### config.mk
export PLATFORM = sky130hd
export DESIGN_NAME = alu_share_arbiter_flat
export DESIGN_NICKNAME = d
export VERILOG_FILES = /design/src/rtl/alu_share_arbiter_if.sv /design/src/rtl/alu_share_arbiter.sv /design/src/flat_wrapper.sv
export SDC_FILE = /design/constraint.sdc
export NUM_CORES = 1
export LEC_CHECK = 0
export BUFFER_PORTS_ARGS = -buffer_cell sky130_fd_sc_hd__buf_2
export CAP_MARGIN = 20
export CORE_AREA = 2 2 113 115
export DETAILED_ROUTE_END_ITERATION = 10
export DIE_AREA = 0 0 115 117
export PLACE_DENSITY = 0.78
export SYNTH_ARGS = -nofsm -noshare
export SYNTH_HDL_FRONTEND = slang
export SYNTH_SLANG_ARGS = --single-unit
### constraint.sdc
create_clock -name clk -period 1.9 [get_ports clk]
set_input_delay 0.095 -clock clk [delete_from_list [all_inputs] [get_ports clk]]
set_output_delay 0.095 -clock clk [all_outputs]
set_load 0.01 [all_outputs]
### src/rtl/alu_share_arbiter_if.sv
// Bundle between the ALU share arbiter, its two requesters,
// the shared ALU and the response consumer.
interface alu_share_arbiter_if #(
  parameter int WIDTH = 32
);
  logic             r0_valid;
  logic             r0_ready;
  logic [2:0]       r0_op;
  logic [WIDTH-1:0] r0_a;
  logic [WIDTH-1:0] r0_b;
  logic [4:0]       r0_sa;

  logic             r1_valid;
  logic             r1_ready;
  logic [2:0]       r1_op;
  logic [WIDTH-1:0] r1_a;
  logic [WIDTH-1:0] r1_b;
  logic [4:0]       r1_sa;

  logic [2:0]       alu_op;
  logic [WIDTH-1:0] alu_a;
  logic [WIDTH-1:0] alu_b;
  logic [4:0]       alu_sa;
  logic [WIDTH-1:0] alu_result;
  logic             alu_zero;

  logic             resp_valid;
  logic             resp_ready;
  logic             resp_id;
  logic [WIDTH-1:0] resp_result;
  logic             resp_zero;
  logic             resp_illegal;

  modport slave (
    input  r0_valid, r0_op, r0_a, r0_b, r0_sa,
    output r0_ready,
    input  r1_valid, r1_op, r1_a, r1_b, r1_sa,
    output r1_ready,
    output alu_op, alu_a, alu_b, alu_sa,
    input  alu_result, alu_zero,
    output resp_valid, resp_id, resp_result,
    output resp_zero, resp_illegal,
    input  resp_ready
  );

  modport master (
    output r0_valid, r0_op, r0_a, r0_b, r0_sa,
    input  r0_ready,
    output r1_valid, r1_op, r1_a, r1_b, r1_sa,
    input  r1_ready,
    input  alu_op, alu_a, alu_b, alu_sa,
    output alu_result, alu_zero,
    input  resp_valid, resp_id, resp_result,
    input  resp_zero, resp_illegal,
    output resp_ready
  );
endinterface

### src/rtl/alu_share_arbiter.sv
// Two-requester arbiter for the shared combinational ALU.
// One op in flight: IDLE accepts, EXEC captures, RESP hands off.
module alu_share_arbiter #(
  parameter int WIDTH = 32,
  parameter int RR_EN = 1
) (
  input  logic                clk,
  input  logic                reset_n,
  alu_share_arbiter_if.slave  bus
);

  typedef enum logic [1:0] {
    IDLE = 2'd0,
    EXEC = 2'd1,
    RESP = 2'd2
  } state_t;

  state_t           state_q;
  state_t           state_d;
  logic             last_q;
  logic [2:0]       op_q;
  logic [WIDTH-1:0] a_q;
  logic [WIDTH-1:0] b_q;
  logic [4:0]       sa_q;
  logic             id_q;

  logic             res_id_q;
  logic [WIDTH-1:0] res_q;
  logic             res_zero_q;
  logic             res_ill_q;

  logic g0;
  logic g1;
  logic acc0;
  logic acc1;
  logic accept;
  logic illegal;

  // r0 wins unless r1 is also pending and r0 was granted last in RR mode
  always_comb begin
    g0 = bus.r0_valid &
         (~bus.r1_valid | (RR_EN == 0) | last_q);
    g1 = bus.r1_valid & ~g0;
  end

  assign acc0   = reset_n & (state_q == IDLE) & g0;
  assign acc1   = reset_n & (state_q == IDLE) & g1;
  assign accept = acc0 | acc1;

  assign bus.r0_ready = acc0;
  assign bus.r1_ready = acc1;

  assign illegal = (op_q[2:1] == 2'b11);

  assign bus.alu_op = op_q;
  assign bus.alu_a  = a_q;
  assign bus.alu_b  = b_q;
  assign bus.alu_sa = sa_q;

  assign bus.resp_valid   = (state_q == RESP);
  assign bus.resp_id      = res_id_q;
  assign bus.resp_result  = res_q;
  assign bus.resp_zero    = res_zero_q;
  assign bus.resp_illegal = res_ill_q;

  // state register
  always_ff @(posedge clk or negedge reset_n) begin
    if (!reset_n) state_q <= IDLE;
    else          state_q <= state_d;
  end

  // next-state: EXEC is always a single cycle
  always_comb begin
    state_d = state_q;
    unique case (state_q)
      IDLE: if (accept) state_d = EXEC;
      EXEC: state_d = RESP;
      RESP: if (bus.resp_ready) state_d = IDLE;
      default: state_d = IDLE;
    endcase
  end

  // issue registers and grant history, loaded on accept
  always_ff @(posedge clk or negedge reset_n) begin
    if (!reset_n) begin
      last_q <= 1'b1;
      op_q   <= '0;
      a_q    <= '0;
      b_q    <= '0;
      sa_q   <= '0;
      id_q   <= 1'b0;
    end else if (accept) begin
      last_q <= acc1;
      id_q   <= acc1;
      op_q   <= acc1 ? bus.r1_op : bus.r0_op;
      a_q    <= acc1 ? bus.r1_a  : bus.r0_a;
      b_q    <= acc1 ? bus.r1_b  : bus.r0_b;
      sa_q   <= acc1 ? bus.r1_sa : bus.r0_sa;
    end
  end

  // response capture; illegal ops ignore the ALU and report zero
  always_ff @(posedge clk or negedge reset_n) begin
    if (!reset_n) begin
      res_id_q   <= 1'b0;
      res_q      <= '0;
      res_zero_q <= 1'b0;
      res_ill_q  <= 1'b0;
    end else if (state_q == EXEC) begin
      res_id_q   <= id_q;
      res_q      <= illegal ? '0 : bus.alu_result;
      res_zero_q <= illegal | bus.alu_zero;
      res_ill_q  <= illegal;
    end
  end

endmodule

### src/flat_wrapper.sv
// flat-port wrapper written by rule: the top's interface ports become plain ports
module alu_share_arbiter_flat 
#(
  parameter int WIDTH = 32,
  parameter int RR_EN = 1
)
  (clk, reset_n, bus_r0_valid, bus_r0_op, bus_r0_a, bus_r0_b, bus_r0_sa, bus_r0_ready, bus_r1_valid, bus_r1_op, bus_r1_a, bus_r1_b, bus_r1_sa, bus_r1_ready, bus_alu_op, bus_alu_a, bus_alu_b, bus_alu_sa, bus_alu_result, bus_alu_zero, bus_resp_valid, bus_resp_id, bus_resp_result, bus_resp_zero, bus_resp_illegal, bus_resp_ready);
  alu_share_arbiter_if #(.WIDTH(WIDTH)) bus_i ();
  input  logic clk;
  input  logic reset_n;
  input wire logic [$bits(bus_i.r0_valid)-1:0] bus_r0_valid;
  input wire logic [$bits(bus_i.r0_op)-1:0] bus_r0_op;
  input wire logic [$bits(bus_i.r0_a)-1:0] bus_r0_a;
  input wire logic [$bits(bus_i.r0_b)-1:0] bus_r0_b;
  input wire logic [$bits(bus_i.r0_sa)-1:0] bus_r0_sa;
  output wire logic [$bits(bus_i.r0_ready)-1:0] bus_r0_ready;
  input wire logic [$bits(bus_i.r1_valid)-1:0] bus_r1_valid;
  input wire logic [$bits(bus_i.r1_op)-1:0] bus_r1_op;
  input wire logic [$bits(bus_i.r1_a)-1:0] bus_r1_a;
  input wire logic [$bits(bus_i.r1_b)-1:0] bus_r1_b;
  input wire logic [$bits(bus_i.r1_sa)-1:0] bus_r1_sa;
  output wire logic [$bits(bus_i.r1_ready)-1:0] bus_r1_ready;
  output wire logic [$bits(bus_i.alu_op)-1:0] bus_alu_op;
  output wire logic [$bits(bus_i.alu_a)-1:0] bus_alu_a;
  output wire logic [$bits(bus_i.alu_b)-1:0] bus_alu_b;
  output wire logic [$bits(bus_i.alu_sa)-1:0] bus_alu_sa;
  input wire logic [$bits(bus_i.alu_result)-1:0] bus_alu_result;
  input wire logic [$bits(bus_i.alu_zero)-1:0] bus_alu_zero;
  output wire logic [$bits(bus_i.resp_valid)-1:0] bus_resp_valid;
  output wire logic [$bits(bus_i.resp_id)-1:0] bus_resp_id;
  output wire logic [$bits(bus_i.resp_result)-1:0] bus_resp_result;
  output wire logic [$bits(bus_i.resp_zero)-1:0] bus_resp_zero;
  output wire logic [$bits(bus_i.resp_illegal)-1:0] bus_resp_illegal;
  input wire logic [$bits(bus_i.resp_ready)-1:0] bus_resp_ready;
  assign bus_i.r0_valid = bus_r0_valid;
  assign bus_i.r0_op = bus_r0_op;
  assign bus_i.r0_a = bus_r0_a;
  assign bus_i.r0_b = bus_r0_b;
  assign bus_i.r0_sa = bus_r0_sa;
  assign bus_r0_ready = bus_i.r0_ready;
  assign bus_i.r1_valid = bus_r1_valid;
  assign bus_i.r1_op = bus_r1_op;
  assign bus_i.r1_a = bus_r1_a;
  assign bus_i.r1_b = bus_r1_b;
  assign bus_i.r1_sa = bus_r1_sa;
  assign bus_r1_ready = bus_i.r1_ready;
  assign bus_alu_op = bus_i.alu_op;
  assign bus_alu_a = bus_i.alu_a;
  assign bus_alu_b = bus_i.alu_b;
  assign bus_alu_sa = bus_i.alu_sa;
  assign bus_i.alu_result = bus_alu_result;
  assign bus_i.alu_zero = bus_alu_zero;
  assign bus_resp_valid = bus_i.resp_valid;
  assign bus_resp_id = bus_i.resp_id;
  assign bus_resp_result = bus_i.resp_result;
  assign bus_resp_zero = bus_i.resp_zero;
  assign bus_resp_illegal = bus_i.resp_illegal;
  assign bus_i.resp_ready = bus_resp_ready;
  alu_share_arbiter #(.WIDTH(WIDTH), .RR_EN(RR_EN)) u_core (.clk(clk), .reset_n(reset_n), .bus(bus_i));
endmodule
# Word-level counts from Yosys, hierarchy flattened
# Cells that the tools add are included.
[word_totals] output_inout_bits=110 regBits=111 wordCells=36
[op_classes] n_bitwise=10 reduce_logical=2 n_eq_ne=5 mux=8
[ops] cell="$mux W32" n=3
[ops] cell="$pmux W2 S3" n=1
[ops] cell="$and A1 B1 Y1" n=5
[ops] cell="$mux W5" n=1
[ops] cell="$eq A2 B2 Y1 const B" n=2
[ops] cell="$mux W2" n=2
[ops] cell="$ne A2 B1 Y1 const B" n=2
[ops] cell="$mux W3" n=1
[ops] cell="$or A1 B1 Y1" n=3
[ops] cell="$eq A2 B1 Y1 const B" n=1
[ops] cell="$logic_not A2 Y1" n=1
[ops] cell="$not A1 Y1" n=2
[ops] cell="$reduce_and A2 Y1" n=1

# Depth between registers and ports, before layout
# Gate-level depths: netlist of the first run.
[depth] word_depth=9 mapped_depth=5 ltp_nobuf=3

# Least setup slack after synthesis of the first run
# OpenSTA, ideal clock, no wires.
[synth_timing] kind="register to register" startpoint="register u_core.last_q" endpoint="register u_core.a_q[0], in the netlist u_core.bus.alu_a[0]" required_ns=1.774 period_less_slack_ns=1.458 path_buffers=2 path_slack_ns=0.442 stages_incl_launch_ff=6 arrival_ns=1.332 cell_sequence="dfstp_2 -> nand2_1 -> and3_1 -> buf_6 -> buf_6 -> a221o_1"
[synth_between] elab_chain_cells=6
[synth_rtl] element="start: declaration" line="alu_share_arbiter.sv:20" rtl="logic last_q;"
[synth_rtl] element="start signal: assignment" line="alu_share_arbiter.sv:86" rtl="last_q <= 1'b1;"
[synth_rtl] element="start signal: assignment" line="alu_share_arbiter.sv:93" rtl="last_q <= acc1;"
[synth_rtl] element="$or A1 B1 Y1 *" line="alu_share_arbiter.sv:42" rtl="(~bus.r1_valid | (RR_EN == 0) | last_q);"
[synth_rtl] element="$and A1 B1 Y1 *" line="alu_share_arbiter.sv:41" rtl="g0 = bus.r0_valid &"
[synth_rtl] element="$not A1 Y1" line="alu_share_arbiter.sv:43" rtl="g1 = bus.r1_valid & ~g0;"
[synth_rtl] element="$and A1 B1 Y1" line="alu_share_arbiter.sv:43"
[synth_rtl] element="$and A1 B1 Y1" line="alu_share_arbiter.sv:47" rtl="assign acc1 = reset_n & (state_q == IDLE) & g1;"
[synth_rtl] element="$mux W32 / $or A1 B1 Y1 (equally long branches)" line="alu_share_arbiter.sv:96, alu_share_arbiter.sv:48"
[synth_rtl] element="end signal: assignment" line="alu_share_arbiter.sv:96" rtl="a_q <= acc1 ? bus.r1_a : bus.r0_a;"
[synth_rtl] element="end: declaration" line="alu_share_arbiter.sv:22" rtl="logic [WIDTH-1:0] a_q;"
# Mark *: on every way between the ends. The rest lies on a longest branch, timed or not.
# A chain may end at the register's enable or synchronous reset.

# Worst setup path in the final report of the first run
[layout_timing] startpoint="register u_core.state_q[0]" endpoint="output bus_r1_ready"
[layout_between] elab_chain_cells=3
[layout_rtl] element="start: declaration" line="alu_share_arbiter.sv:18" rtl="state_t state_q;"
[layout_rtl] element="start signal: assignment" line="alu_share_arbiter.sv:69" rtl="else state_q <= state_d;"
[layout_rtl] element="$logic_not A2 Y1" line="alu_share_arbiter.sv:47"
[layout_rtl] element="$and A1 B1 Y1 (2 in series)" line="alu_share_arbiter.sv:47"
[layout_rtl] element="end: declaration" line="flat_wrapper.sv:22" rtl="output wire logic [$bits(bus_i.r1_ready)-1:0] bus_r1_ready;"
# Every way passes these cells.

==> results of run 1 <==
==> per-layer routing <==
layer  vias up  wire length, µm  GRT usage
met4         0              470     0.1092
li1       2151                -          -
met3        42             1135    0.06025
met1      2357             6158     0.2550
met2       264             8397     0.4098
met5         -                0          0
==> worst max path at each step <==
| stage | to | slack (ns) | cells past startpoint |
|---|---|---|---|
| 2_1_floorplan | u_core.bus.alu_a[0]$_DFFE_PN0P_ | 0.44 | 5 |
| 4_1_cts | bus_r1_ready | 0.08 | 4 |
| 5_1_grt | bus_r1_ready | 0.01 | 4 |
| 3_3_place_gp | u_core.bus.alu_b[7]$_DFFE_PN0P_ | 0.30 | 4 |
| 3_5_place_dp | u_core.bus.alu_b[23]$_DFFE_PN0P_ | 0.22 | 4 |
| 6_report | bus_r1_ready | 0.1 | 4 |
==> critical path, stage by stage, from the launching register on <==
cell and delay, ns:
dfrtp_1 0.46, nor3b_4 0.24, and3_2 0.31, buf_12 0.18
buf_2 0.15
==> cells in the final DEF (no fill, tap or decap), types with 2 or more instances in the layout <==
cell type and count:
inv_6 2, nand2b_1 2, buf_12 3, clkbuf_8 2
clkbuf_16 10, dlygate4sd3_1 107, inv_1 2, nor2_1 4
a221o_1 72, and3_1 72, buf_4 10, a22o_1 33
dfrtp_1 110, nand2_1 5, nor2b_1 2, buf_2 290
==> stage by stage <==
step / std cells / setup slack (ns) / instance area [µm²] / hold slack [ns]
after global placement: 765 / 0.3022 / 6172 / -0.09608
after floorplan: 351 / 0.4423 / 4593 / -0.2006
after global routing: 890 / 0.01488 / 7591 / 0.06165
after detailed placement: 765 / 0.2177 / 6172 / -0.09524
after CTS: 889 / 0.08452 / 7566 / 0.04968
final: 890 / 0.09804 / 7591 / 0.06984
==> cells in the mapped netlist, types with 2 or more instances <==
cell	number
dfrtp_1	110
nand2b_1	3
inv_1	2
nor2_1	4
nand2_1	5
nor2b_1	2
a22o_1	33
and3_1	73
buf_2	15
buf_6	7
a221o_1	72
clkbuf_1	16
==> what timing repair did <==
action	4_1_cts	5_1_grt
setup endpoints to repair	1	1
hold endpoints to repair	216	0
setup buffers	1	0
cloned	0	1
hold buffers	107	0
pin swaps	1	0
gates resized for setup	1	0
==> cell type report <==
class | instances | area (µm²) | share of cell area
clock inverter | 4 | 52.55 | 0.006923
sequential | 111 | 2779 | 0.3661
multi-input combinational | 199 | 1622 | 0.2136
inverter | 3 | 11.26 | 0.001483
clock buffer | 12 | 256.5 | 0.03379
timing repair buffer | 411 | 2683 | 0.3534
tap | 150 | 187.7 | 0.02472
==> where the power goes <==
part / total (mW) / internal [mW] / switching, mW / leakage, nW
Sequential: 4.13 / 3.44 / 0.687 / 1.38
Clock: 1.95 / 1.10 / 0.844 / 0.154
Combinational: 3.86 / 1.96 / 1.90 / 2.60
==> registers in the layout (all words and copies together), names as in the netlist <==
signal                   cells
u_core.bus.alu_sa            5
u_core.bus.resp_result      32
u_core.bus.resp_illegal      1
u_core.bus.resp_zero         1
u_core.bus.alu_op            3
u_core.last_q                1
u_core.bus.alu_a            32
u_core.state_q               2
u_core.bus.alu_b            32
u_core.bus.resp_id           1
u_core.id_q                  1
==> cells by family after synthesis <==
| logic type | Yosys count | share of synthesized area |
|---|---|---|
| and+or+nand+nor | 89 | 0.1185 |
| DFF | 111 | 0.6050 |
| AOI/OAI and AO/OA | 110 | 0.2275 |
| buffers and inverters | 41 | 0.04903 |
==> metrics.yaml, run 1 <==
outcome: "completed"
hold_path_class: "input pin to flop"
clk_pin_slew_worst_paths_ns: 0.07
whs_path_depth: 3
synthToLayoutAreaGrowth_pct: 65.27
cts.sinks: 111
yosysUniqueCellTypes: 21
synthesis.area_um2: 4593
powerDensity_nw_per_um2: 1309
rsz0062_at_grt: "no"
fin_util: 0.6166
grt_max_degree: 110
vias_per_cell: 5.409
yosysTopAreaCell: "dfrtp_1"
yosysSeqAreaShare: 0.6050
start_kind: "flop"
yosys.area.top_type_share: 0.5993
p_leak_nw: 4.128
numPortBuffers: 291
num_vias: 4814
antenna_left: 0
crit_type: "flop to primary output"
rrSetupSlack_ns: 0.22
antenna_found_initial: 0
drt_iter0_markers: 367
endpoint_kind: "primary output"
gp_congestion: 0.8174
fp.dieW_um: 115
worstReg2RegStart: "u_core.state_q[0]$_DFFE_PN0P_"
period_minus_slack_ns: 1.802
totalWireLength_um: 16160
cts-root-buf: "clkbuf_16"
synth_edf_count: 0
synth-seq-cells: 111
worstHoldEndpoint: "u_core.bus.alu_op[2]$_DFFE_PN0P_"
layout-drive-gt1-share: 0.4419
final_nets: 917
ff2ff_path_depth: 5
post-route-period-util: 0.9484
r2r_end: "u_core.bus.alu_a[4]$_DFFE_PN0P_"
setup.worst_path.start: "u_core.state_q[0]$_DFFE_PN0P_"
finalHoldViolations: 0
power_mw: 9.938
hold_start: "bus_r0_op[2]"
die_area_um2: 13460
num_rows: 41
tritoncts: "built"
gr-total-overflow: 0
cp_max_fo: 21
core-area_um2: 12310
fmax_mhz: 555.0
finalClockSkew_ns: 0.009213
htreeDepth: 3
drcViolationCount: 0
dieHeight_um: 117
dp_hpwl_um: 10120
clk_latency_ns: 0.35
synth_fp_nets: 533
io_pins: 292
cts_buffer_depth: 2
grt_pass1_vias: 4971
ir_worst_vdd_mv: 0.6502
maxSlewViolCount: 0
wl_per_cell_um: 18.16
cp.arrival_ns: 1.71
nFillCells: 935
cts_made_buffers: 9
grt_util_all_layers: 0.2291
async_flop_share: 1.000
setup-tns-final_ns: 0
worst_pin_slew_ns: 0.5449
yosysWarnings: 0
ys_top_cells_by_area: "dfrtp_1, a221o_1, and3_1"
syn_area_per_cell_um2: 13.09
diodes: 0
relSlewSlack: 0.6367
firstDrtPassIters: 5
dominantRegCellSynth: "dfrtp_1"
synth_cells: 351
cap_violations: 0
start_util: 0.3731
worst_ep_required_time_ns: 1.80
setup_viol_count_final: 0
grt_pass1_wl_um: 24090
Note: power is estimated with default switching activity, not from simulation.
==> inputs of run 2 (changes only) <==
--- a/config.mk
+++ b/config.mk
@@ -10,7 +10,7 @@
 export CORE_AREA = 2 2 113 115
 export DETAILED_ROUTE_END_ITERATION = 10
 export DIE_AREA = 0 0 115 117
-export PLACE_DENSITY = 0.78
+export PLACE_DENSITY = 0.81
 export SYNTH_ARGS = -nofsm -noshare
 export SYNTH_HDL_FRONTEND = slang
 export SYNTH_SLANG_ARGS = --single-unit
==> constraint.sdc (replaced) <==
create_clock -name clk -period 1.56 [get_ports clk]
set_input_delay 0.078 -clock clk [delete_from_list [all_inputs] [get_ports clk]]
set_output_delay 0.078 -clock clk [all_outputs]
set_load 0.01 [all_outputs]
==> metrics.yaml, run 2 (synthesis gave the netlist of run 1 again) <==
rsz0062_at_grt: "yes"
r2r_end: "u_core.bus.resp_result[6]$_DFFE_PN0N_"
final_common_cell: "buf_2"
grt_pass1_wl_um: 25830  # +7.2%
hold_slack_ns: 0.06006  # -0.009782 ns
num_rows: 41  # unchanged
hold_path_class: "input pin to flop"
setup_ws_ns: -0.06447  # -0.1625 ns
numPlacedInstances: 770  # +0.65%
grt_busiest_layer: "met2"
start_util: 0.3731  # unchanged
cts_buffer_depth: 2  # unchanged
post-route-period-util: 1.041
fp.dieW_um: 115  # unchanged
synthToLayoutAreaGrowth_pct: 74.61
clk_latency_ns: 0.34  # about the same
cts-root-buf: "clkbuf_16"
firstDrtPassIters: 6  # +1
drcViolationCount: 0  # unchanged
gr-total-overflow: 0  # unchanged
relSlewSlack: 0.6089  # -0.02778
cp_max_fo: 17  # -19%
setup_viol_count_final: 44  # +44
io_pins: 292  # unchanged
crit_path_end: "u_core.bus.resp_result[6]$_DFFE_PN0N_"
antenna_found_initial: 1  # +1
drt_iter0_markers: 516  # +41%
die_area_um2: 13460  # unchanged
core-area_um2: 12310  # unchanged
antenna_left: 0  # unchanged
layout-drive-gt1-share: 0.4633  # +0.02136
p_leak_nw: 4.299  # +4.1%
fin_util: 0.6514  # +0.03486
switchingPower_mw: 4.369  # +27%
final_nets: 939  # +2.4%
regArea_um2: 2780  # about the same
clk_pin_slew_worst_paths_ns: 0.07  # about the same
cap_violations: 0  # unchanged
p_int_mw: 8.185  # +26%
cts_made_buffers: 9  # unchanged
final_cell_mix: "buf_2, dfrtp_1, dlygate4sd3_1"
htreeDepth: 3  # unchanged
setup.worst_path.start: "u_core.state_q[1]$_DFFE_PN0P_"
grtUsageMet2: 0.4439  # +0.03412
finalClockSkew_ns: 0.005717  # -0.003496 ns
pwr-share-seq: 0.406  # -0.009
ir_worst_vdd_mv: 0.6757  # +3.9%
ff2ff_path_depth: 7  # +2
pwr-share-clk: 0.177  # -0.019
worst_pin_slew_ns: 0.5866  # +0.04167 ns
power_mw: 12.55  # +26%
rrSetupSlack_ns: -0.06  # -0.28 ns
layout.cells.non_filler: 914  # +2.7%
fmax_mhz: 615.6
cp.arrival_ns: 1.90  # +0.19 ns
violations: "setup timing"
num_vias: 5132  # +6.6%
numPortBuffers: 291  # unchanged
multi_input_area_um2: 1668  # +2.9%
worst_ep_required_time_ns: 1.84  # +0.04 ns
period_minus_slack_ns: 1.624
grt_pass1_vias: 5277  # +6.2%
tritoncts: "built"
finalHoldViolations: 0  # unchanged
powerDensity_nw_per_um2: 1565  # +20%
start_kind: "flop"
design_area_um2: 8020  # +5.7%
crit_type: "flop to flop"
dpl_cell_area_um2: 6272  # +1.6%
cts.sinks: 111  # unchanged
dp_hpwl_um: 10350  # +2.3%
maxSlewViolCount: 0  # unchanged
grt_use_met3: 0.06437  # +0.004119
wl_per_cell_um: 20.79  # +14%
gp_congestion: 0.8718  # +6.7%
endpoint_kind: "flop"
outcome: "finished, violations left"
vias_per_cell: 5.615  # +3.8%
swShare: 0.3480  # +0.002955
worstReg2RegStart: "u_core.state_q[1]$_DFFE_PN0P_"
totalWireLength_um: 19000  # +18%
nFillCells: 916  # -2.0%
met1_usage: 0.2702  # +0.01521
grt_max_degree: 108  # -1.8%
dieHeight_um: 117  # unchanged
power_frac_comb: 0.416  # +0.027
grt_util_all_layers: 0.2504  # +0.02134
-- run 2: worst min path at each step --
stage	startpoint	endpoint	slack [ns]	cells past startpoint
after CTS	bus_r0_b[16]	u_core.bus.alu_b[16]$_DFFE_PN0P_	0.04	3
after detailed placement	reset_n	u_core.state_q[1]$_DFFE_PN0P_	-0.1	1
after global placement	reset_n	u_core.state_q[1]$_DFFE_PN0P_	-0.10	1
final	bus_r0_op[2]	u_core.bus.alu_op[2]$_DFFE_PN0P_	0.06	3
after global routing	bus_r0_b[9]	u_core.bus.alu_b[9]$_DFFE_PN0P_	0.06	3
after floorplan	reset_n	u_core.bus.alu_a[0]$_DFFE_PN0P_	-0.22	0
-- run 2: routing by layer --
metal | share of wire | vias up
li1 | - | 2209
met1 | 0.37 | 2509
met2 | 0.52 | 336
met3 | 0.074 | 78
met4 | 0.040 | 0
met5 | 0 | -
-- run 2: cell type report --
class,instances,area share
Clock buffer,15,0.03089
Timing Repair Buffer,433,0.3853
Multi-Input combinational cell,199,0.2080
Clock inverter,1,0.003744
Sequential cell,111,0.3466
Antenna cell,2,0.0006240
Inverter,3,0.001404
Tap cell,150,0.02340
-- run 2: worst max-delay path, stage by stage (launching register included) --
cell,delay [ns]
dfrtp_2,0.43
buf_4,0.14
buf_4,0.13
nand2b_2,0.22
a21oi_4,0.15
buf_12,0.14
clkbuf_16,0.18
a22o_1,0.15
-- run 2: power groups by stage --
| stage | Combinational (mW) | Sequential [mW] | Clock, mW |
|---|---|---|---|
| floorplan | 1.77 | 5.53 | 0 |
| global placement | 4.43 | 4.98 | 0 |
| detailed placement | 4.55 | 4.99 | 0 |
| CTS | 4.90 | 5.00 | 2.27 |
| global route | 5.58 | 5.21 | 2.38 |
| finish | 5.22 | 5.10 | 2.23 |
-- run 2: repair_timing --
item | CTS | global route
gates resized for setup | 13 | 18
buffers inserted | 9 | 2
hold endpoints to repair | 217 | 0
setup endpoints to repair | 74 | 107
hold buffers | 107 | 0
pin swaps | 4 | 20
cloned | 2 | 6
-- run 2: stage by stage --
step	setup slack [ns]	setup TNS [ns]
2_1_floorplan	0.1023	0
3_3_place_gp	-0.01885	-0.03539
3_5_place_dp	-0.07508	-2.127
4_1_cts	-0.02731	-0.1225
5_1_grt	-0.1079	-6.175
6_report	-0.06447	-1.030
